### config.mk
export PLATFORM = sky130hd
export DESIGN_NAME = oflow_score_board
export DESIGN_NICKNAME = d
export VERILOG_FILES = /design/src/rtl/oflow_score_board_pkg.sv /design/src/rtl/oflow_score_min_tree.sv /design/src/rtl/oflow_score_board.sv
export SDC_FILE = /design/constraint.sdc
export NUM_CORES = 1
export LEC_CHECK = 0
export CAP_MARGIN = 40
export CORE_MARGIN = 2
export CORE_UTILIZATION = 50
export CTS_CLUSTER_DIAMETER = 150
export CTS_CLUSTER_SIZE = 40
export DETAILED_ROUTE_END_ITERATION = 12
export GPL_ROUTABILITY_DRIVEN = 0
export MAX_ROUTING_LAYER = met4
export PLACE_DENSITY_LB_ADDON = 0.25
export SYNTH_ARGS = -nofsm -noshare
export SYNTH_HDL_FRONTEND = slang
export SYNTH_SLANG_ARGS = --single-unit
### constraint.sdc
create_clock -name clk -period 8.7 [get_ports clk]
set_clock_uncertainty 0.05 [all_clocks]
set_input_delay 1.74 -clock clk [delete_from_list [all_inputs] [get_ports clk]]
set_output_delay 1.74 -clock clk [all_outputs]
set_load 0.02 [all_outputs]
### src/rtl/oflow_score_board_pkg.sv
// Shared types and constants for the oflow registration score board.
// Frame/set widths normally come from the core defines; fallbacks keep the block standalone.
`ifndef SET_LEN
`define SET_LEN 8
`endif
`ifndef TOTAL_FRAME_NUM_WIDTH
`define TOTAL_FRAME_NUM_WIDTH 16
`endif

package oflow_score_board_pkg;

  typedef enum logic [1:0] {
    idle_st,
    accum_st,
    result_st
  } state_t;

  // Wide enough for any score width in use; users slice the low SCORE_WIDTH bits.
  localparam int          SCORE_WIDTH_MAX = 64;
  localparam logic [63:0] SCORE_MAX       = '1;

endpackage

### src/rtl/oflow_score_min_tree.sv
// Combinational comparator tree: minimum score among valid lanes, lower lane wins ties.
module oflow_score_min_tree #(
  parameter int PE_NUM      = 8,
  parameter int SCORE_WIDTH = 16,
  parameter int ID_WIDTH    = 12
) (
  input  logic [PE_NUM*SCORE_WIDTH-1:0] scores,
  input  logic [PE_NUM*ID_WIDTH-1:0]    ids,
  input  logic [PE_NUM-1:0]             lane_valid,
  output logic [SCORE_WIDTH-1:0]        min_score,
  output logic [ID_WIDTH-1:0]           min_id,
  output logic                          any_valid
);

  // Heap-ordered tree padded to a power of two; node n has children 2n+1 and 2n+2,
  // so the left child always covers the lower lane indices.
  localparam int P2    = (PE_NUM <= 1) ? 1 : (1 << $clog2(PE_NUM));
  localparam int NODES = 2 * P2 - 1;

  logic [SCORE_WIDTH-1:0] n_score [NODES];
  logic [ID_WIDTH-1:0]    n_id    [NODES];
  logic                   n_valid [NODES];

  for (genvar k = 0; k < P2; k++) begin : g_leaf
    if (k < PE_NUM) begin : g_lane
      assign n_score[P2-1+k] = scores[k*SCORE_WIDTH +: SCORE_WIDTH];
      assign n_id[P2-1+k]    = ids[k*ID_WIDTH +: ID_WIDTH];
      assign n_valid[P2-1+k] = lane_valid[k];
    end else begin : g_pad
      assign n_score[P2-1+k] = '1;
      assign n_id[P2-1+k]    = '0;
      assign n_valid[P2-1+k] = 1'b0;
    end
  end

  for (genvar n = 0; n < P2 - 1; n++) begin : g_node
    logic take_l;
    assign take_l     = n_valid[2*n+1] &&
                        (!n_valid[2*n+2] || (n_score[2*n+1] <= n_score[2*n+2]));
    assign n_score[n] = take_l ? n_score[2*n+1] : n_score[2*n+2];
    assign n_id[n]    = take_l ? n_id[2*n+1]    : n_id[2*n+2];
    assign n_valid[n] = n_valid[2*n+1] | n_valid[2*n+2];
  end

  assign min_score = n_score[0];
  assign min_id    = n_id[0];
  assign any_valid = n_valid[0];

endmodule

### src/rtl/oflow_score_board.sv
// Collects per-set score vectors, keeps a running best over the registration
// and issues one match decision per current-frame object.
`ifndef SET_LEN
`define SET_LEN 8
`endif
`ifndef TOTAL_FRAME_NUM_WIDTH
`define TOTAL_FRAME_NUM_WIDTH 16
`endif

module oflow_score_board
  import oflow_score_board_pkg::*;
#(
  parameter int PE_NUM      = 8,
  parameter int SCORE_WIDTH = 16,
  parameter int ID_WIDTH    = 12
) (
  input  logic                              clk,
  input  logic                              reset_N,
  input  logic                              start_registration,
  input  logic [`TOTAL_FRAME_NUM_WIDTH-1:0] frame_num,
  input  logic [`SET_LEN-1:0]               num_of_sets,
  input  logic [`SET_LEN-1:0]               counter_of_sets,
  input  logic                              done_score_calc,
  input  logic [PE_NUM*SCORE_WIDTH-1:0]     scores,
  input  logic [PE_NUM*ID_WIDTH-1:0]        ids,
  input  logic [PE_NUM-1:0]                 lane_valid,
  input  logic [SCORE_WIDTH-1:0]            score_threshold,
  output logic                              done_registration,
  output logic [ID_WIDTH-1:0]               best_id,
  output logic [SCORE_WIDTH-1:0]            best_score,
  output logic                              matched,
  output logic                              err_unexpected
);

  localparam logic [SCORE_WIDTH-1:0] SCORE_ONES = SCORE_MAX[SCORE_WIDTH-1:0];

  state_t state, state_nxt;

  logic [SCORE_WIDTH-1:0] set_min_score;
  logic [ID_WIDTH-1:0]    set_min_id;
  logic                   set_any_valid;

  logic [SCORE_WIDTH-1:0] run_score;
  logic [ID_WIDTH-1:0]    run_id;
  logic                   seen;

  logic [SCORE_WIDTH-1:0] best_score_q;
  logic [ID_WIDTH-1:0]    best_id_q;
  logic                   matched_q;
  logic                   err_q;

  logic clear_run, acc_en, load_out, err_d, matched_now;

  oflow_score_min_tree #(
    .PE_NUM      (PE_NUM),
    .SCORE_WIDTH (SCORE_WIDTH),
    .ID_WIDTH    (ID_WIDTH)
  ) u_min_tree (
    .scores     (scores),
    .ids        (ids),
    .lane_valid (lane_valid),
    .min_score  (set_min_score),
    .min_id     (set_min_id),
    .any_valid  (set_any_valid)
  );

  always_ff @(posedge clk or negedge reset_N) begin
    if (!reset_N) state <= idle_st;
    else          state <= state_nxt;
  end

  always_comb begin
    state_nxt = state;
    clear_run = 1'b0;
    acc_en    = 1'b0;
    load_out  = 1'b0;
    err_d     = 1'b0;
    unique case (state)
      idle_st: begin
        err_d = done_score_calc;
        if (start_registration) begin
          clear_run = 1'b1;
          state_nxt = (frame_num != '0) ? accum_st : result_st;
        end
      end
      accum_st: begin
        // A restart aborts the object in flight; it outranks a coincident set.
        if (start_registration) begin
          clear_run = 1'b1;
        end else if (done_score_calc) begin
          acc_en = 1'b1;
          if (counter_of_sets == num_of_sets) state_nxt = result_st;
        end
      end
      result_st: begin
        load_out = 1'b1;
        err_d    = done_score_calc;
        if (start_registration) begin
          clear_run = 1'b1;
          state_nxt = (frame_num != '0) ? accum_st : result_st;
        end else begin
          state_nxt = idle_st;
        end
      end
      default: state_nxt = idle_st;
    endcase
  end

  always_ff @(posedge clk or negedge reset_N) begin
    if (!reset_N) begin
      run_score <= SCORE_ONES;
      run_id    <= '0;
      seen      <= 1'b0;
    end else if (clear_run) begin
      run_score <= SCORE_ONES;
      run_id    <= '0;
      seen      <= 1'b0;
    end else if (acc_en) begin
      if (set_any_valid && (set_min_score < run_score)) begin
        run_score <= set_min_score;
        run_id    <= set_min_id;
      end
      if (set_any_valid) seen <= 1'b1;
    end
  end

  assign matched_now = seen && (run_score <= score_threshold);

  always_ff @(posedge clk or negedge reset_N) begin
    if (!reset_N) begin
      best_score_q <= SCORE_ONES;
      best_id_q    <= '0;
      matched_q    <= 1'b0;
      err_q        <= 1'b0;
    end else begin
      err_q <= err_d;
      if (load_out) begin
        best_score_q <= run_score;
        best_id_q    <= run_id;
        matched_q    <= matched_now;
      end
    end
  end

  // Result is visible in the RESULT cycle itself, then held from the registers.
  assign done_registration = (state == result_st);
  assign best_score        = load_out ? run_score   : best_score_q;
  assign best_id           = load_out ? run_id      : best_id_q;
  assign matched           = load_out ? matched_now : matched_q;
  assign err_unexpected    = err_q;

endmodule
==> impl_metrics.toml, run 1 <==
[status]
outcome = "stopped before the end"
failed_stage = "global routing (5_1_grt)"
error = "[ERROR GRT-0116] Global routing finished with congestion. Check the congestion regions in the DRC Viewer."

[synthesis]
synth_edf_count = 0
yosys.area.top_type_share_pct = 20.5
synth_cell_type_count = 63
synth_flop_cell = "dfstp_2"
synth_top_cell_by_area = "ha_1"
ys_warn_count = 0
syn-num-nets = 1399
synthArstFlopShare_pct = 100
synth_cells = 975
postSynthAreaPerCell_sq_um = 8.75
syn_area_sq_um = 8530
synth_area_leaders = "ha_1 21%, mux2i_1 19%, dfstp_2 9.9%, dfrtp_1 8.5%, mux2_2 7.5%"
ys_seq_area_share_pct = 18.4
synth-seq-cells = 61

[die]
row_count = 47
initial_utilization_pct = 51.3
fp.dieW_um = 135
die_h_um = 135
ioPinCount = 315

[placed_design]
place_hpwl_um = 25900
dp.cells = 1670
io_buffers = 314

[clocking]
clock_path_buffers = 2
root_buffer = "clkbuf_16"
h-tree-depth = 3
cts_hold_buffers = 0
cts_buffers = 9
clkSinkCount = 61

[grt]
grt_max_degree = 62
track_usage_pct = 70.3
first_global_vias = 15131
grt_overflow_total = 113
grt_pass1_wl_um = 93800
==> cell usage after synthesis, types with 4 or more instances <==
cell type  instances
nor3_1            12
inv_1            145
buf_1              4
dfrtp_1           29
clkbuf_1          14
a211oi_1          17
nor4_1             7
a31oi_1            5
dfstp_2           32
mux2i_1          163
o21a_1             7
nor2_1            46
a21oi_1           62
mux2_2            57
o21ai_0           29
buf_2             10
or2_2             15
nand2_1           35
a21o_1            18
nand3_1            9
ha_1             140
xor2_1             8
nand4_1           29
o211ai_1           8
nor2b_1           16
nand2b_1           4
==> logic make-up after synthesis <==
logic type | count (synthesis) | share of synthesized area (%)
flops | 61 | 18.4
fa+ha+maj | 140 | 20.5
simple gates | 194 | 11.9
xor+xnor | 9 | 0.924
compound gates | 174 | 13.4
buf+inv | 175 | 7.98
mux | 222 | 26.9
==> metrics by stage <==
step,TNS [ns],setup WS (ns),instance area (sq um)
2_1_floorplan,-14.29,-0.560,8910
3_3_place_gp,-46.15,-1.68,13600
3_5_place_dp,-50.12,-1.83,13600
4_1_cts,-15.41,-0.578,15800
==> what timing repair did <==
item | CTS
gates resized for setup | 569
cloned | 7
endpoints found under the setup margin | 28
endpoints found under the hold margin | 0
buffers inserted | 85
pin swaps | 85
==> layer usage <==
metal | global-route usage [%] | GRT overflow
met1 | 64.8 | 2
met2 | 93.7 | 76
met3 | 46.6 | 1
met4 | 72.0 | 34
met5 | - | -
==> run 2, diff against run 1 <==
Settings changed: CORE_UTILIZATION 50 to 40, CTS_CLUSTER_DIAMETER 150 to not set, CTS_CLUSTER_SIZE 40 to not set, MAX_ROUTING_LAYER met4 to not set, PLACE_DENSITY_LB_ADDON 0.25 to 0.15.
==> run 2 against run 1 <==
Net effect:
- the flow now finishes, with violations (negative setup slack)
- synthesized cell count is the same
- area after synthesis is the same
==> impl_metrics.toml, run 2 <==
[finish]
reg_top3 = "best_score_q (16), run_score (16)"
area.growth.synth_to_final_pct = 94.1
final_common_cell = "buf_4"
layout_common_cells = "298 x buf_4, 190 x clkdlybuf4s50_1, 116 x mux2i_1, 98 x inv_1, 70 x ha_4"
final_nets = 2015
drive_gt1_share_pct = 49.4
design_area_sq_um = 16600

[grt]
grt_pass1_wl_um = 51500
grt_overflow_total = 0
grt_max_degree = 62
first_global_vias = 10428
track_usage_pct = 29.0
antenna_found_initial = 0

[setup_path]
slowest_stage = "or3_4"
r2r-end = "run_score[2]$_DFFE_PN1P_"
rrSetupSlack_ns = 5.59
startpoint_type = "primary input"
cp_top_family = "compound AO/OA/AOI/OAI gates"
crit_top_cell = "buf_6"
critical_path_buf_inv_count = 9
critical_path.max_stage_delay_ns = 0.45
crit_required_ns = 8.91
worstSetupPathType = "in2reg"
cp_max_fo = 10
cp.arrival_ns = 9.87
rr_worst_depth = 12
r2r-start = "run_score[5]$_DFFE_PN1P_"
cp.depth = 38
crit_path_end_kind = "flip-flop"

[power_and_ir_drop]
pwr_density_cell_nw_per_um2 = 170
p_sw_share_pct = 38.2
p_sw_mw = 1.07
pwr-share-clk_pct = 15.6
ir_worst_vdd_mv = 0.121
comb_power_share_pct = 68.9
power_leakage_nw = 7.74
p_seq_share_pct = 15.5
power.internal_mw = 1.74

[synthesis]
synth_cells = 975
syn-num-nets = 1399
synth.mux.area_fraction_pct = 26.9
synth-simple-area-share_pct = 11.9
synth-seq-cells = 61
synth_fa_ha_area_share_pct = 20.5
post-synth-top-count-cell = "mux2i_1"
postSynthAreaPerCell_sq_um = 8.75
synth_xor_area_share_pct = 0.924
synth_area_leaders = "ha_1 21%, mux2i_1 19%, dfstp_2 9.9%, dfrtp_1 8.5%, mux2_2 7.5%"
ys_top_cells_by_count = "163 x mux2i_1, 145 x inv_1, 140 x ha_1, 62 x a21oi_1, 57 x mux2_2"
ys_warn_count = 0
syn_area_sq_um = 8530
synth_top_cell_by_area = "ha_1"
ys_seq_area_share_pct = 18.4
yosys.area.top_type_share_pct = 20.5
synth_top_family_by_area = "multiplexers"
synth_edf_count = 0
synthArstFlopShare_pct = 100
synth_cell_type_count = 63
synth_compound_area_share_pct = 13.4
synth_flop_cell = "dfstp_2"

[detailed_routing]
vias = 10089
vias_per_cell = 5.39
drc_errors = 0
wirelength_um = 36500
ant_nets = 0
drt_iter0_drc = 395
wl_per_cell_um = 19.5
dr.pass1.iters = 5

[timing]
slew_violations = 0
worst_slew_pin_slew_ns = 1.04
finalCritPeriodShare_pct = 111
finalSetupViolCount = 28
finalHoldViolCount = 0
rsz0062_at_grt = "true"
final.setup.tns_ns = -25.56
max_slew_margin_pct = 30.1
setup_ws_ns = -0.966
max_freq_mhz = 103
min_period_ns = 9.67

[die]
ioPinCount = 315
die-area_sq_um = 22500
die_h_um = 150
initial_utilization_pct = 40.7
design.core.area_sq_um = 21000
fp.dieW_um = 150
row_count = 53

[clocking]
clkTransAtPathRegs_ns = 0.06
root_buffer = "clkbuf_16"
h-tree-depth = 3
clkSinkCount = 61
clock_path_buffers = 2
cts_tree = "done"
cts_buffers = 9
clk-insertion-delay-late_ns = 0.34

[flow_run]
cap_violations = 0

[hold_path]
hp-start = "best_id_q[6]$_DFF_PN0_"
min_to = "best_id_q[6]$_DFF_PN0_"
min_path_cells = 1
hold_path.class = "reg2reg"

[placed_design]
place_hpwl_um = 25200
place_ws_ns = -1.88
io_buffers = 314
placed_area_sq_um = 13900

[status]
outcome = "complete, but fails checks"
violations = "negative setup slack"
-- run 2: cell counts after synthesis --
Identical to the previous run, type by type.
-- run 2: through the flow --
stage | power [mW] | utilization, % | hold slack, ns | std cells
2_1_floorplan | 1.28 | - | 0.441 | 975
3_3_place_gp | 1.87 | 66.2 | 0.431 | 1752
3_5_place_dp | 1.91 | 66.4 | 0.435 | 1753
4_1_cts | 2.61 | 75.7 | 0.447 | 1849
5_1_grt | 2.97 | 79.0 | 0.465 | 1871
6_report | 2.81 | 79.0 | 0.444 | 1872
-- run 2: layout make-up --
type / count / area (sq um)
Sequential cell: 61 / 1570
Multi-Input combinational cell: 742 / 8250
Clock buffer: 9 / 225
Tap cell: 275 / 344
Clock inverter: 7 / 138
Inverter: 145 / 584
Antenna cell: 1 / 2.50
Timing Repair Buffer: 632 / 5450
Fill cell: 1399 / 4400
-- run 2: per-layer routing --
| layer | vias to the layer above | part of all wire (%) | track usage [%] |
|---|---|---|---|
| met5 | - | 0 | 0 |
| met4 | 0 | 3.6 | 7.08 |
| met3 | 107 | 4.5 | 3.99 |
| met2 | 384 | 53 | 56.0 |
| met1 | 4818 | 39 | 33.2 |
| li1 | 4780 | - | - |
-- run 2: worst max-delay path by stage --
stage	start	slack (ns)	to
after floorplan	scores[89]	-0.56	run_score[10]$_DFFE_PN1P_
after global routing	scores[89]	-1.22	run_score[2]$_DFFE_PN1P_
final	scores[89]	-0.97	run_score[2]$_DFFE_PN1P_
after detailed placement	scores[63]	-1.88	run_id[7]$_DFFE_PN0P_
after global placement	scores[63]	-1.81	run_id[5]$_DFFE_PN0P_
after CTS	scores[89]	-0.52	run_id[5]$_DFFE_PN0P_
-- run 2: cells by family after synthesis --
family / after synthesis
mux: 222
xor+xnor: 9
flops: 61
simple gates: 194
fa+ha+maj: 140
buf+inv: 175
compound gates: 174
-- run 2: worst reg2reg max path, cell delays in order, from the launching register on --
cell and delay, ns:
dfstp_2 0.57, inv_1 0.08, ha_4 0.26, a21o_1 0.10, a21o_1 0.12, a21oi_2 0.06, a211oi_2 0.27, o2111a_1 0.25
o21ai_1 0.07, o31a_1 0.25, a311o_2 0.45, buf_6 0.19, mux2_4 0.30
-- run 2: what timing repair did --
action,4_1_cts,5_1_grt
gates cloned,6,0
hold buffers,0,0
pin swaps,111,64
setup endpoints to repair,28,28
gates resized for setup,516,161
setup buffers,76,27
-- run 2: power groups by stage --
| stage | Combinational, mW | Sequential [mW] | Clock [mW] |
|---|---|---|---|
| after global routing | 2.07 | 0.445 | 0.456 |
| final | 1.94 | 0.435 | 0.438 |
| after global placement | 1.44 | 0.432 | 0 |
| after CTS | 1.74 | 0.432 | 0.440 |
| after detailed placement | 1.47 | 0.434 | 0 |
| after floorplan | 0.877 | 0.407 | 0 |
No activity file was read; power rests on OpenSTA's default activity.
==> run 3, diff against run 2 <==
Settings changed: GPL_TIMING_DRIVEN set to 1, SLEW_MARGIN set to 20.
==> run 3 against run 2 <==
Net effect:
- the run still ends with negative setup slack left
- maximum frequency decreased by 2.1%
- sequential share of layout area decreased by 0.065 points
- via count up 1.6%
- global-route usage unchanged
- largest cell class unchanged
- largest power group unchanged
==> impl_metrics.toml, run 3 (same netlist as run 2, synthesis figures left out) <==
[status]
outcome = "complete, but fails checks"
violations = "negative setup slack"

[grt]
grt_overflow_total = 0
grt_pass1_wl_um = 51500
grt_max_degree = 62
first_global_vias = 10428
antenna_found_initial = 0
track_usage_pct = 29.0

[setup_path]
r2r-start = "run_score[5]$_DFFE_PN1P_"
cp_max_fo = 7
rr_worst_depth = 13
worstSetupPathType = "in2reg"
slowest_stage = "or3_4"
critical_path_buf_inv_count = 9
r2r-end = "run_id[5]$_DFFE_PN0P_"
cp.arrival_ns = 10.08
cp_top_family = "compound AO/OA/AOI/OAI gates"
startpoint_type = "primary input"
crit_path_end_kind = "flip-flop"
critical_path.max_stage_delay_ns = 0.46
crit_required_ns = 8.90
rrSetupSlack_ns = 5.56

[timing]
setup_ws_ns = -1.17
whs_ns = 0.444
final.setup.tns_ns = -31.39
min_period_ns = 9.87
finalCritPeriodShare_pct = 114
rsz0062_at_grt = "true"
finalHoldViolCount = 0
worst_slew_pin_slew_ns = 0.768
max_freq_mhz = 101
max_slew_margin_pct = 48.8
slew_violations = 0
finalSetupViolCount = 28

[detailed_routing]
wl_per_cell_um = 19.8
dr.pass1.iters = 5
ant_nets = 0
vias = 10251
drc_errors = 0
drt_iter0_drc = 466
vias_per_cell = 5.46
wirelength_um = 37100

[finish]
area.growth.synth_to_final_pct = 95.4
reg_top3 = "best_score_q (16), run_score (16)"
layout_common_cells = "304 x buf_4, 190 x clkdlybuf4s50_1, 121 x mux2i_1, 97 x inv_1, 74 x ha_4"
fillers = 1333
final_common_cell = "buf_4"
postLayoutCoreUtil_pct = 79.6
antenna_cells = 0
drive_gt1_share_pct = 50.2
final_nets = 2022

[die]
design.core.area_sq_um = 21000
ioPinCount = 315
fp.dieW_um = 150
row_count = 53
die-area_sq_um = 22500
initial_utilization_pct = 40.7
die_h_um = 150

[clocking]
cts_tree = "done"
h-tree-depth = 3
clkSinkCount = 61
clock_path_buffers = 2
clkTransAtPathRegs_ns = 0.06
clk-insertion-delay-late_ns = 0.33
root_buffer = "clkbuf_16"
cts_hold_buffers = 0
cts_buffers = 9

[power_and_ir_drop]
power_mw = 2.85
pwr_density_cell_nw_per_um2 = 171
ir_worst_vdd_mv = 0.122
power_leakage_nw = 7.79

[hold_path]
hp-start = "best_id_q[6]$_DFF_PN0_"
min_to = "best_id_q[6]$_DFF_PN0_"
hold_path.class = "reg2reg"
min_path_cells = 1

[placed_design]
place_hpwl_um = 25200
io_buffers = 314
place_ws_ns = -1.88

[flow_run]
cap_violations = 0
run 3: worst max path at each step:
stage | startpoint | end | slack [ns] | depth (start not counted)
3_5_place_dp | scores[63] | run_id[7]$_DFFE_PN0P_ | -1.88 | 36
5_1_grt | scores[110] | run_score[13]$_DFFE_PN1P_ | -1.36 | 38
4_1_cts | scores[89] | run_id[5]$_DFFE_PN0P_ | -0.52 | 41
6_report | scores[94] | run_id[5]$_DFFE_PN0P_ | -1.17 | 41
2_1_floorplan | scores[89] | run_score[10]$_DFFE_PN1P_ | -0.56 | 40
3_3_place_gp | scores[63] | run_id[5]$_DFFE_PN0P_ | -1.81 | 36
run 3: power breakdown:
group / total, mW / leakage [nW] / internal (mW) / switching, mW
Combinational: 1.98 / 6.89 / 1.07 / 0.906
Clock: 0.436 / 0.175 / 0.307 / 0.129
Sequential: 0.436 / 0.726 / 0.371 / 0.0650
Total: 2.85 / 7.79 / 1.75 / 1.10
run 3: repair_timing:
item | 4_1_cts | 5_1_grt
hold endpoints to repair | 0 | 0
pin swaps | 111 | 70
cloned | 6 | 2
gates resized for setup | 516 | 181
setup endpoints to repair | 28 | 28
setup buffers | 76 | 29
run 3: area by class of cell:
type / instances / area, sq um / share of cell area (%)
clock buffer: 9 / 225 / 1.35
clock inverter: 7 / 138 / 0.825
inverter: 145 / 584 / 3.50
multi-input combinational: 742 / 8300 / 49.8
sequential: 61 / 1570 / 9.40
tap: 275 / 344 / 2.06
timing repair buffer: 639 / 5520 / 33.1
run 3: stage by stage:
stage,std cells,cell area [sq um]
4_1_cts,1849,15900
2_1_floorplan,975,8910
5_1_grt,1878,16700
3_3_place_gp,1752,13900
3_5_place_dp,1753,13900
6_report,1878,16700
run 3: worst reg2reg max path: stages, from the launching register on:
cell	delay, ns
dfstp_2	0.57
inv_1	0.08
ha_4	0.26
a21o_1	0.10
a21o_1	0.12
a21oi_2	0.06
a211oi_2	0.27
o2111a_1	0.26
o21ai_1	0.08
o31a_1	0.26
a311o_2	0.46
buf_8	0.18
buf_6	0.12
a211oi_2	0.19
run 3: layer usage:
layer,track usage [%],part of all wire [%]
met1,33.2,38
met4,7.08,3.8
met3,3.99,5.1
met5,0,0
met2,56.0,53
